### src/rtl/uart_pkg.sv
`default_nettype none
// ============================================================================
// Module   : uart_pkg
// Purpose  : Shared state encodings, error codes and default sync byte for
//            the UART command-frame parser.
// Revision : 1.0  initial release
// ============================================================================
package uart_pkg;

   // Frame decoder states
   typedef enum logic [2:0] {
      s_SYNC    = 3'd0,
      s_ID      = 3'd1,
      s_LEN     = 3'd2,
      s_PAYLOAD = 3'd3,
      s_CHECK   = 3'd4
   } state_t;

   // Cause of the most recent dropped frame
   localparam logic [1:0] ERR_NONE     = 2'b00;
   localparam logic [1:0] ERR_CHECKSUM = 2'b01;
   localparam logic [1:0] ERR_LENGTH   = 2'b10;
   localparam logic [1:0] ERR_TIMEOUT  = 2'b11;

   localparam logic [7:0] SYNC_BYTE_DEFAULT = 8'hA5;

endpackage : uart_pkg
`default_nettype wire

### src/rtl/uart_gap_timer.sv
`default_nettype none
// ============================================================================
// Module   : uart_gap_timer
// Purpose  : Inter-byte gap counter. Counts while enabled, clears on i_CLEAR
//            or when disabled, and pulses o_EXPIRED for one cycle when the
//            count sits on its terminal value with no clear in that cycle.
// Revision : 1.0  initial release
// ============================================================================
module uart_gap_timer #(
   parameter int c_TERM_COUNT = 8680
) (
   input  logic i_CLK,
   input  logic i_RESET_N,
   input  logic i_CLEAR,
   input  logic i_ENABLE,
   output logic o_EXPIRED
);

   localparam int CNT_W = ($clog2(c_TERM_COUNT) > 0) ? $clog2(c_TERM_COUNT) : 1;
   localparam logic [CNT_W-1:0] TERM_VAL = CNT_W'(c_TERM_COUNT - 1);

   logic [CNT_W-1:0] cnt_q;
   logic [CNT_W-1:0] cnt_d;
   logic             at_term;

   assign at_term = (cnt_q == TERM_VAL);

   // A clear in the terminal cycle suppresses expiry: the arriving byte wins.
   assign o_EXPIRED = i_ENABLE & ~i_CLEAR & at_term;

   // Next count: restart on clear/idle/expiry, otherwise advance.
   always_comb begin
      cnt_d = cnt_q;
      if (i_CLEAR || !i_ENABLE || at_term) begin
         cnt_d = '0;
      end else begin
         cnt_d = cnt_q + 1'b1;
      end
   end

   // Count register.
   always_ff @(posedge i_CLK or negedge i_RESET_N) begin
      if (!i_RESET_N) begin
         cnt_q <= '0;
      end else begin
         cnt_q <= cnt_d;
      end
   end

endmodule : uart_gap_timer
`default_nettype wire

### src/rtl/uart_cmd_parser.sv
`default_nettype none
// ============================================================================
// Module   : uart_cmd_parser
// Purpose  : Assembles framed commands (sync, ID, length, payload, XOR
//            checksum) from the UART receiver byte stream. Good frames are
//            latched to the outputs with a strobe; bad or stalled frames are
//            dropped with an error strobe and cause code.
// Revision : 1.0  initial release
// ============================================================================
module uart_cmd_parser
   import uart_pkg::*;
#(
   parameter int         c_MAX_LEN        = 4,
   parameter logic [7:0] c_SYNC_BYTE      = SYNC_BYTE_DEFAULT,
   parameter int         c_TIMEOUT_CYCLES = 8680
) (
   input  logic        i_CLK,
   input  logic        i_RESET_N,
   input  logic        i_RX_DV,
   input  logic [7:0]  i_RX_BYTE,
   output logic        o_FRAME_VALID,
   output logic [7:0]  o_CMD_ID,
   output logic [2:0]  o_LEN,
   output logic [31:0] o_PAYLOAD,
   output logic        o_FRAME_ERR,
   output logic [1:0]  o_ERR_CODE
);

   state_t       state_q, state_d;

   // Working frame being assembled
   logic [7:0]   id_q,   id_d;
   logic [2:0]   len_q,  len_d;
   logic [2:0]   idx_q,  idx_d;
   logic [31:0]  pay_q,  pay_d;
   logic [7:0]   acc_q,  acc_d;

   // Output registers
   logic         valid_q, valid_d;
   logic         err_q,   err_d;
   logic [1:0]   code_q,  code_d;
   logic [7:0]   cmd_q,   cmd_d;
   logic [2:0]   olen_q,  olen_d;
   logic [31:0]  opay_q,  opay_d;

   logic         w_expired;
   logic         w_in_frame;

   assign w_in_frame = (state_q != s_SYNC);

   uart_gap_timer #(
      .c_TERM_COUNT (c_TIMEOUT_CYCLES)
   ) u_gap_timer (
      .i_CLK     (i_CLK),
      .i_RESET_N (i_RESET_N),
      .i_CLEAR   (i_RX_DV),
      .i_ENABLE  (w_in_frame),
      .o_EXPIRED (w_expired)
   );

   // Next-state, datapath and output decisions for the frame decoder.
   always_comb begin
      state_d = state_q;
      id_d    = id_q;
      len_d   = len_q;
      idx_d   = idx_q;
      pay_d   = pay_q;
      acc_d   = acc_q;
      valid_d = 1'b0;
      err_d   = 1'b0;
      code_d  = code_q;
      cmd_d   = cmd_q;
      olen_d  = olen_q;
      opay_d  = opay_q;

      if (w_expired) begin
         state_d = s_SYNC;
         err_d   = 1'b1;
         code_d  = ERR_TIMEOUT;
      end else if (i_RX_DV) begin
         case (state_q)
            s_SYNC: begin
               if (i_RX_BYTE == c_SYNC_BYTE) begin
                  state_d = s_ID;
               end
            end
            s_ID: begin
               id_d    = i_RX_BYTE;
               acc_d   = i_RX_BYTE;
               state_d = s_LEN;
            end
            s_LEN: begin
               acc_d = acc_q ^ i_RX_BYTE;
               if (i_RX_BYTE > 8'(c_MAX_LEN)) begin
                  err_d   = 1'b1;
                  code_d  = ERR_LENGTH;
                  state_d = s_SYNC;
               end else begin
                  // Zero-length frames also clear the payload so a good
                  // empty command presents an all-zero payload.
                  len_d   = i_RX_BYTE[2:0];
                  pay_d   = '0;
                  idx_d   = '0;
                  state_d = (i_RX_BYTE == 8'd0) ? s_CHECK : s_PAYLOAD;
               end
            end
            s_PAYLOAD: begin
               pay_d[{idx_q[1:0], 3'b000} +: 8] = i_RX_BYTE;
               acc_d = acc_q ^ i_RX_BYTE;
               idx_d = idx_q + 3'd1;
               if ((idx_q + 3'd1) == len_q) begin
                  state_d = s_CHECK;
               end
            end
            s_CHECK: begin
               if (i_RX_BYTE == acc_q) begin
                  cmd_d   = id_q;
                  olen_d  = len_q;
                  opay_d  = pay_q;
                  valid_d = 1'b1;
               end else begin
                  err_d  = 1'b1;
                  code_d = ERR_CHECKSUM;
               end
               state_d = s_SYNC;
            end
            default: begin
               state_d = s_SYNC;
            end
         endcase
      end
   end

   // Decoder state register.
   always_ff @(posedge i_CLK or negedge i_RESET_N) begin
      if (!i_RESET_N) begin
         state_q <= s_SYNC;
      end else begin
         state_q <= state_d;
      end
   end

   // Working frame, accumulator and output registers.
   always_ff @(posedge i_CLK or negedge i_RESET_N) begin
      if (!i_RESET_N) begin
         id_q    <= '0;
         len_q   <= '0;
         idx_q   <= '0;
         pay_q   <= '0;
         acc_q   <= '0;
         valid_q <= 1'b0;
         err_q   <= 1'b0;
         code_q  <= ERR_NONE;
         cmd_q   <= '0;
         olen_q  <= '0;
         opay_q  <= '0;
      end else begin
         id_q    <= id_d;
         len_q   <= len_d;
         idx_q   <= idx_d;
         pay_q   <= pay_d;
         acc_q   <= acc_d;
         valid_q <= valid_d;
         err_q   <= err_d;
         code_q  <= code_d;
         cmd_q   <= cmd_d;
         olen_q  <= olen_d;
         opay_q  <= opay_d;
      end
   end

   assign o_FRAME_VALID = valid_q;
   assign o_FRAME_ERR   = err_q;
   assign o_ERR_CODE    = code_q;
   assign o_CMD_ID      = cmd_q;
   assign o_LEN         = olen_q;
   assign o_PAYLOAD     = opay_q;

endmodule : uart_cmd_parser
`default_nettype wire
### config.mk
export PLATFORM = sky130hd
export DESIGN_NAME = uart_cmd_parser
export DESIGN_NICKNAME = d
export VERILOG_FILES = /design/src/rtl/uart_pkg.sv /design/src/rtl/uart_gap_timer.sv /design/src/rtl/uart_cmd_parser.sv
export SDC_FILE = /design/constraint.sdc
export NUM_CORES = 1
export LEC_CHECK = 0
export BUFFER_PORTS_ARGS = -buffer_cell sky130_fd_sc_hd__buf_2
export CORE_ASPECT_RATIO = 0.5
export CORE_MARGIN = 2
export CORE_UTILIZATION = 53
export DETAILED_ROUTE_END_ITERATION = 12
export GPL_ROUTABILITY_DRIVEN = 0
export PLACE_DENSITY = 0.76
export SLEW_MARGIN = 25
export SYNTH_ARGS = -nofsm -noshare
export SYNTH_HDL_FRONTEND = slang
export SYNTH_SLANG_ARGS = --single-unit
### constraint.sdc
create_clock -name i_CLK -period 1.6 [get_ports i_CLK]
set_input_delay 0.32 -clock i_CLK [delete_from_list [all_inputs] [get_ports i_CLK]]
set_output_delay 0.32 -clock i_CLK [all_outputs]
set_load 0.01 [all_outputs]
Word-level counts from Yosys, hierarchy flattened
Cells that the tools add are included.
- flip-flop bits (word level): 118
- latch bits: 0
- bits in writable memories: 0
- ROM bits: 0
- input port bits: 11
- output and inout bits: 47
- word-level logic and storage cells: 84
- memories: 0
- $add $sub $neg: 3
- multiply operators: 0
- divide/modulo/power cells: 0
- order comparisons: 1
- equal/unequal tests: 13
- shift-type cells: 2
- muxes and demuxes: 28
- bitwise gates (word level): 6
- reductions and logical operators: 18
- operator list (cell ; number):
    one-hot mux 32 bit (2 select lines) ; 1
    bitwise mux 32 bit ; 1
    two-way mux 32 bit ; 1
    variable shift 8 x 7 -> 32 bit (first input constant) ; 1
    indexed part select 8 x 7 -> 32 bit ; 1
    two-way mux 3 bit ; 7
    one-hot mux 8 bit (2 select lines) ; 1
    AND reduction 4 bit ; 4
    adder 14 x 1 -> 14 bit (second input constant) ; 1
    equality test 14 bit (second input constant) ; 1
    two-way mux 14 bit ; 1
    inequality test 3 x 2 -> 1 bit (second input constant) ; 4
    one-hot mux 3 bit (4 select lines) ; 1
    AND reduction 3 bit ; 3
    equality test 8 bit ; 1
    equality test 8 bit (second input constant) ; 1
    greater-than comparator 8 x 3 -> 1 bit (second input constant) ; 1
    zero test 8 bit ; 1
    two-way mux 1 bit ; 8
    two-way mux 2 bit ; 4
    XOR 8 bit ; 1
    negation 5 -> 7 bit ; 1
    equality test 3 x 2 -> 1 bit (second input constant) ; 2
    one-hot mux 3 bit (2 select lines) ; 1
    other kinds (15) ; 22

Logic depth before layout (Yosys ltp)
- word-level depth: 6
- depth in mapped cells: 6
- depth with buffers taken out: 6

By module
A second synthesis with hierarchy kept.
- cell total of the unflattened synthesis: 501
- area total of the unflattened synthesis: 5476.5 um^2
- modules (own cells, without submodules) (module ; times used ; cells each ; area an instance (um^2) ; seq. area each (um^2)):
    uart_cmd_parser ; 1 ; 430 ; 4738.3 ; 2602.5
    uart_gap_timer ; 1 ; 71 ; 738.2 ; 350.3

Worst setup path before layout
No wires, ideal clock.
- kind: register to register
- start point: register idx_q[0]
- end point: register pay_q[10]
- setup time: 67 ps
- data arrival time: 1699 ps
- required time: 1533 ps
- setup slack: -167 ps
- cell stages (with the launch flop): 7
- path buffers: 0
- period minus slack after synthesis: 1767 ps
- cells stage by stage: dfrtp_1 inv_1 ha_1 nor2b_1 nand3_1 nor2_1 a22o_1
- cells in the longest elaborated chain, start to end: 4
- elaborated cells on any way between the ends: 5
- classes of those cells: add/sub (1); shift (2); mux (2)
- ends and longest elaborated chain (element ; line ; source):
    start, declared ; uart_cmd_parser.sv:34 ; logic [2:0] idx_q, idx_d;
    start signal, assigned ; uart_cmd_parser.sv:160 ; idx_q <= idx_d;
    negation 5 -> 7 bit * ; uart_cmd_parser.sv:108 ; pay_d[{idx_q[1:0], 3'b000} +: 8] = i_RX_BYTE;
    indexed part select 8 x 7 -> 32 bit / variable shift 8 x 7 -> 32 bit (equally long branches) ; uart_cmd_parser.sv:108 ;
    bitwise mux 32 bit * ; uart_cmd_parser.sv:108 ;
    one-hot mux 32 bit (2 select lines) * ; uart_cmd_parser.sv:81 ; case (state_q)
    end signal, assigned ; uart_cmd_parser.sv:161 ; pay_q <= pay_d;
    end, declared ; uart_cmd_parser.sv:35 ; logic [31:0] pay_q, pay_d;
Every way passes the cells marked *; elsewhere a longest branch is shown, timed or not.
A chain may end at the register's enable or synchronous reset.

Worst setup path after layout
- start point: register acc_q[7]
- end point: register cmd_q[1], in the netlist o_CMD_ID[1]
- cells in the longest elaborated chain, start to end: 2
- ends and longest elaborated chain (element ; line ; source):
    start, declared ; uart_cmd_parser.sv:36 ; logic [7:0] acc_q, acc_d;
    start signal, assigned ; uart_cmd_parser.sv:150 ; acc_q <= '0;
    start signal, assigned ; uart_cmd_parser.sv:162 ; acc_q <= acc_d;
    equality test 8 bit ; uart_cmd_parser.sv:116 ; if (i_RX_BYTE == acc_q) begin
    AND reduction 4 bit (no source line) ; n/a ;
    end signal, assigned ; uart_cmd_parser.sv:166 ; cmd_q <= cmd_d;
    end, declared ; uart_cmd_parser.sv:42 ; logic [7:0] cmd_q, cmd_d;
No other way between the ends.

==> results.txt <==
- The run finished, with violations left.
- The final reports fail on setup timing.
- Final Util: 0.745
* Count of state elements after synthesis: roughly 120
* Minimum period implied by the final worst setup slack: 1.79 ns
* WL/cell: approximately 20 µm
- CTS sink count: 118
- Drt via density: roughly 5.8
- The first TritonRoute pass finished after 5 iterations.
* Kind of launch point of the worst setup path: flop
* Site row count: 25
- By area the synthesized netlist is led by sky130_fd_sc_hd__dfrtp_1 57%, sky130_fd_sc_hd__mux2_4 11%, sky130_fd_sc_hd__a22o_1 5.4%.
* Number of vias in the routed layout: 3927
* Post-detailed-route count of antenna-violating nets: 0
- CTS built an H-tree with a depth of 4.
- Post-synthesis net count: slightly above 400
- After the flow finishes, the layout carries non-filler instances totaling ~680.
- Layout area overhead: 35.9%
* Number of buffers created by CTS: 17
- In this run the cell area of the synthesized design comes to 5210 µm².
- Between clock sinks in the finished design, the worst skew comes to approximately 0.0063 ns.
- Of the total power, registers draw 0.349.
* Transition time at the pin with the least slew margin: roughly 0.34 ns
- Required time of the worst setup path: between 1.5 and 2 ns
- R2R cell count: 6
* Final antenna diode count: 0
- The worst-case IR drop observed on VDD is 0.927 mV.
- Arrival time at the worst endpoint: 2.08 ns
- Switching share of power: 0.311
* Final number of setup-violating endpoints: 58
- Final Hold Viols: 0
* Clk Tree Root Cell: sky130_fd_sc_hd__clkbuf_16
- Across all hold checks on the routed design, the worst slack comes to about 0.23 ns.
- All-layer global routing usage: 0.261
- EDFF count, synth: 0
- Height of the die: about 74 µm
- Start-to-end type of the worst setup path: flop to flop
* Critical Path End Type: flop
- Nets@finish: ~550
- Detail Placement HPWL: approximately 8100 µm
* Floorplan Core Area: about 9500 µm²
- In this run the power spent charging and discharging nets is 3.39 mW.
- Part of the total power dissipated in the clock network: 0.363
- In this run the horizontal extent of the chip is ~140 µm.
- Placed cell count: 629
- After clock tree synthesis, the clock-pin slew on the worst setup and hold paths is 0.06 ns.
* Cell with the most instances after synthesis: sky130_fd_sc_hd__dfrtp_1
- Slack of the critical path: -0.186 ns
* Initial Util: 0.548
- Number of violations reported at the end of detailed-routing iteration 0: roughly 250
* Proportion of layout cells with a drive suffix above 1: 0.480
- Max-cap violations in this run came to 0.
* Leading register cell type out of synthesis: sky130_fd_sc_hd__dfrtp_1
* Place WS: -0.369 ns
* Static leakage: 3.63 nW
* Clock tree from TritonCTS: yes
- Pwr per Cell Area: around 1500 nW/µm²
- Entering global routing, the biggest net connects 39 pins.
- Of the total power, combinational logic draws 0.288.
- Fill cells in the final layout number between 500 and 600.
- The die covers between 10000 and 15000 µm².
- The clock reaches the later pin of the worst-skew pair after just over 0.4 ns.
* DRC Markers: 0
- Fraction of registers with async set/reset: 1.00
- In this run the deepest clock path goes through 2 buffers.
* Library cell occupying the most area in the post-synthesis netlist: sky130_fd_sc_hd__dfrtp_1
- Number of global-route vias before repair: 3737
- Dividing the final minimum period by the clock period gives 1.12.
- Area share of the leading cell type in the synthesized netlist: 0.566
* Synthesized netlist cell count: between 300 and 400
- In this run the mean area of a mapped cell was approximately 13 µm².
* Largest fanout of any net on the critical path: 23
- The number of antenna violations at the first check in global routing came to 0.
- Hold path cells: 3
- First-pass GRT wire length: roughly 20000 µm
* Routed wire length: ~14000 µm
- Overall power consumption: roughly 11 mW
- Class of the tightest hold or removal check: input port to flop
- Number of distinct library cells after synthesis: 45
- Pins Over Slew Limit: 0
- During synthesis, Yosys emitted a total of 0 warnings.
* Sequential cell area fraction in the yosys report: 0.566
* Total global routing overflow: 0
* Unrepaired setup endpoints after global routing: yes
* Maximum operating frequency: about 560 MHz
* Internal power: between 7 and 8 mW
- Worst-case headroom to the max-slew limit: 0.771
- During placement, the flow inserted port buffers numbering 57.
- Number of top-level pins: 58
- Top cells by count, synth: 118 x sky130_fd_sc_hd__dfrtp_1, 39 x sky130_fd_sc_hd__mux2_4, 32 x sky130_fd_sc_hd__a22o_1
area by class of cell:
cell class,count,area [µm²],area share
multi-input cells,246,2290,0.324
clock buffers,19,443,0.0625
clock inverters,13,171,0.0242
flip-flops and latches,118,2960,0.417
inverters,4,17.5,0.00247
well taps,135,169,0.0238
repair buffers,142,1030,0.146
kinds of logic after synthesis:
| kind of cell | count (synthesis) | synth area share |
|---|---|---|
| flip-flops | 118 | 0.566 |
| AND/OR/NAND/NOR | 91 | 0.100 |
| adder cells (fa/ha/maj) | 6 | 0.0144 |
| XOR/XNOR | 21 | 0.0379 |
| multiplexers | 56 | 0.149 |
| buffers and inverters | 25 | 0.0266 |
| AO/OA/AOI/OAI | 72 | 0.106 |
worst max-delay path, cell delays in order (launching register included):
cell and delay [ns]:
sky130_fd_sc_hd__dfrtp_1 0.39, sky130_fd_sc_hd__xor2_1 0.17, sky130_fd_sc_hd__nor4_2 0.32, sky130_fd_sc_hd__buf_4 0.18
sky130_fd_sc_hd__nand3b_4 0.10, sky130_fd_sc_hd__buf_12 0.19, sky130_fd_sc_hd__mux2_4 0.31
per-stage QoR:
step           cell area, µm²  setup TNS [ns]
2_1_floorplan            5260           -6.27
6_report                 7090           -7.76
3_5_place_dp             6200          -19.01
3_3_place_gp             6200          -18.01
5_1_grt                  7090          -11.96
4_1_cts                  6940           -7.29
layout by cell type, fill, tap and decap left out, types with 3 or more instances in the layout:
| cell | n |
|---|---|
| sky130_fd_sc_hd__and3_1 | 3 |
| sky130_fd_sc_hd__clkbuf_16 | 17 |
| sky130_fd_sc_hd__o21ai_0 | 4 |
| sky130_fd_sc_hd__buf_6 | 5 |
| sky130_fd_sc_hd__a21oi_1 | 11 |
| sky130_fd_sc_hd__nand3_1 | 6 |
| sky130_fd_sc_hd__nor2_1 | 27 |
| sky130_fd_sc_hd__dfrtp_2 | 4 |
| sky130_fd_sc_hd__nand4_1 | 4 |
| sky130_fd_sc_hd__a311oi_1 | 8 |
| sky130_fd_sc_hd__buf_2 | 56 |
| sky130_fd_sc_hd__ha_1 | 3 |
| sky130_fd_sc_hd__nor4_2 | 3 |
| sky130_fd_sc_hd__nand3b_1 | 3 |
| sky130_fd_sc_hd__nand2_1 | 9 |
| sky130_fd_sc_hd__mux2_2 | 15 |
| sky130_fd_sc_hd__xor2_1 | 14 |
| sky130_fd_sc_hd__buf_4 | 73 |
| sky130_fd_sc_hd__nor3_1 | 4 |
| sky130_fd_sc_hd__xnor2_1 | 5 |
| sky130_fd_sc_hd__a22o_1 | 32 |
| sky130_fd_sc_hd__or3_1 | 3 |
| sky130_fd_sc_hd__clkinv_4 | 5 |
| sky130_fd_sc_hd__bufinv_16 | 3 |
| sky130_fd_sc_hd__dfrtp_1 | 114 |
| sky130_fd_sc_hd__mux2_4 | 39 |
| sky130_fd_sc_hd__o211ai_1 | 4 |
| sky130_fd_sc_hd__buf_12 | 7 |
flip-flops by register name, indices dropped and copies added (netlist names):
name,cells
o_ERR_CODE,2
o_LEN,3
acc_q,8
o_PAYLOAD,32
id_q,8
u_gap_timer.cnt_q,14
pay_q,32
o_CMD_ID,8
o_FRAME_ERR,1
idx_q,3
o_FRAME_VALID,1
len_q,3
state_q,3
timing repair:
item                       CTS  global route
hold endpoints to repair    20             0
resized for setup           16            20
setup buffers                8             7
pin swaps                    6            17
setup endpoints to repair   76            85
hold buffers                 1             0
metal layers:
layer / GRT usage / vias to the layer above / wire [µm]
met3: 0.0760 / 31 / 878
met5: 0 / - / 0
li1: - / 1727 / -
met4: 0.0852 / 0 / 313
met2: 0.425 / 150 / 6680
met1: 0.345 / 2019 / 5950
power by group through the flow:
stage	combinational, mW	clock (mW)	sequential (mW)
finish	3.14	3.96	3.81
global route	3.32	4.13	3.85
CTS	2.63	3.98	3.77
detailed placement	2.32	0	3.81
global placement	2.24	0	3.79
floorplan	1.39	0	3.75
path summary, 6_finish.rpt:
kind / start / endpoint / slack, ns
worst max-delay path: acc_q[7] / o_CMD_ID[1] / -0.19
worst min-delay path: i_RX_DV / idx_q[1] / 0.23
worst min register to register: u_gap_timer.cnt_q[0] / u_gap_timer.cnt_q[0] / 0.46
min in group asynchronous: i_RESET_N / u_gap_timer.cnt_q[0] / 0.36
worst max register to register: acc_q[7] / o_CMD_ID[1] / -0.19
max in group asynchronous: i_RESET_N / idx_q[0] / 0.72
No activity file was read; power rests on OpenSTA's default activity.
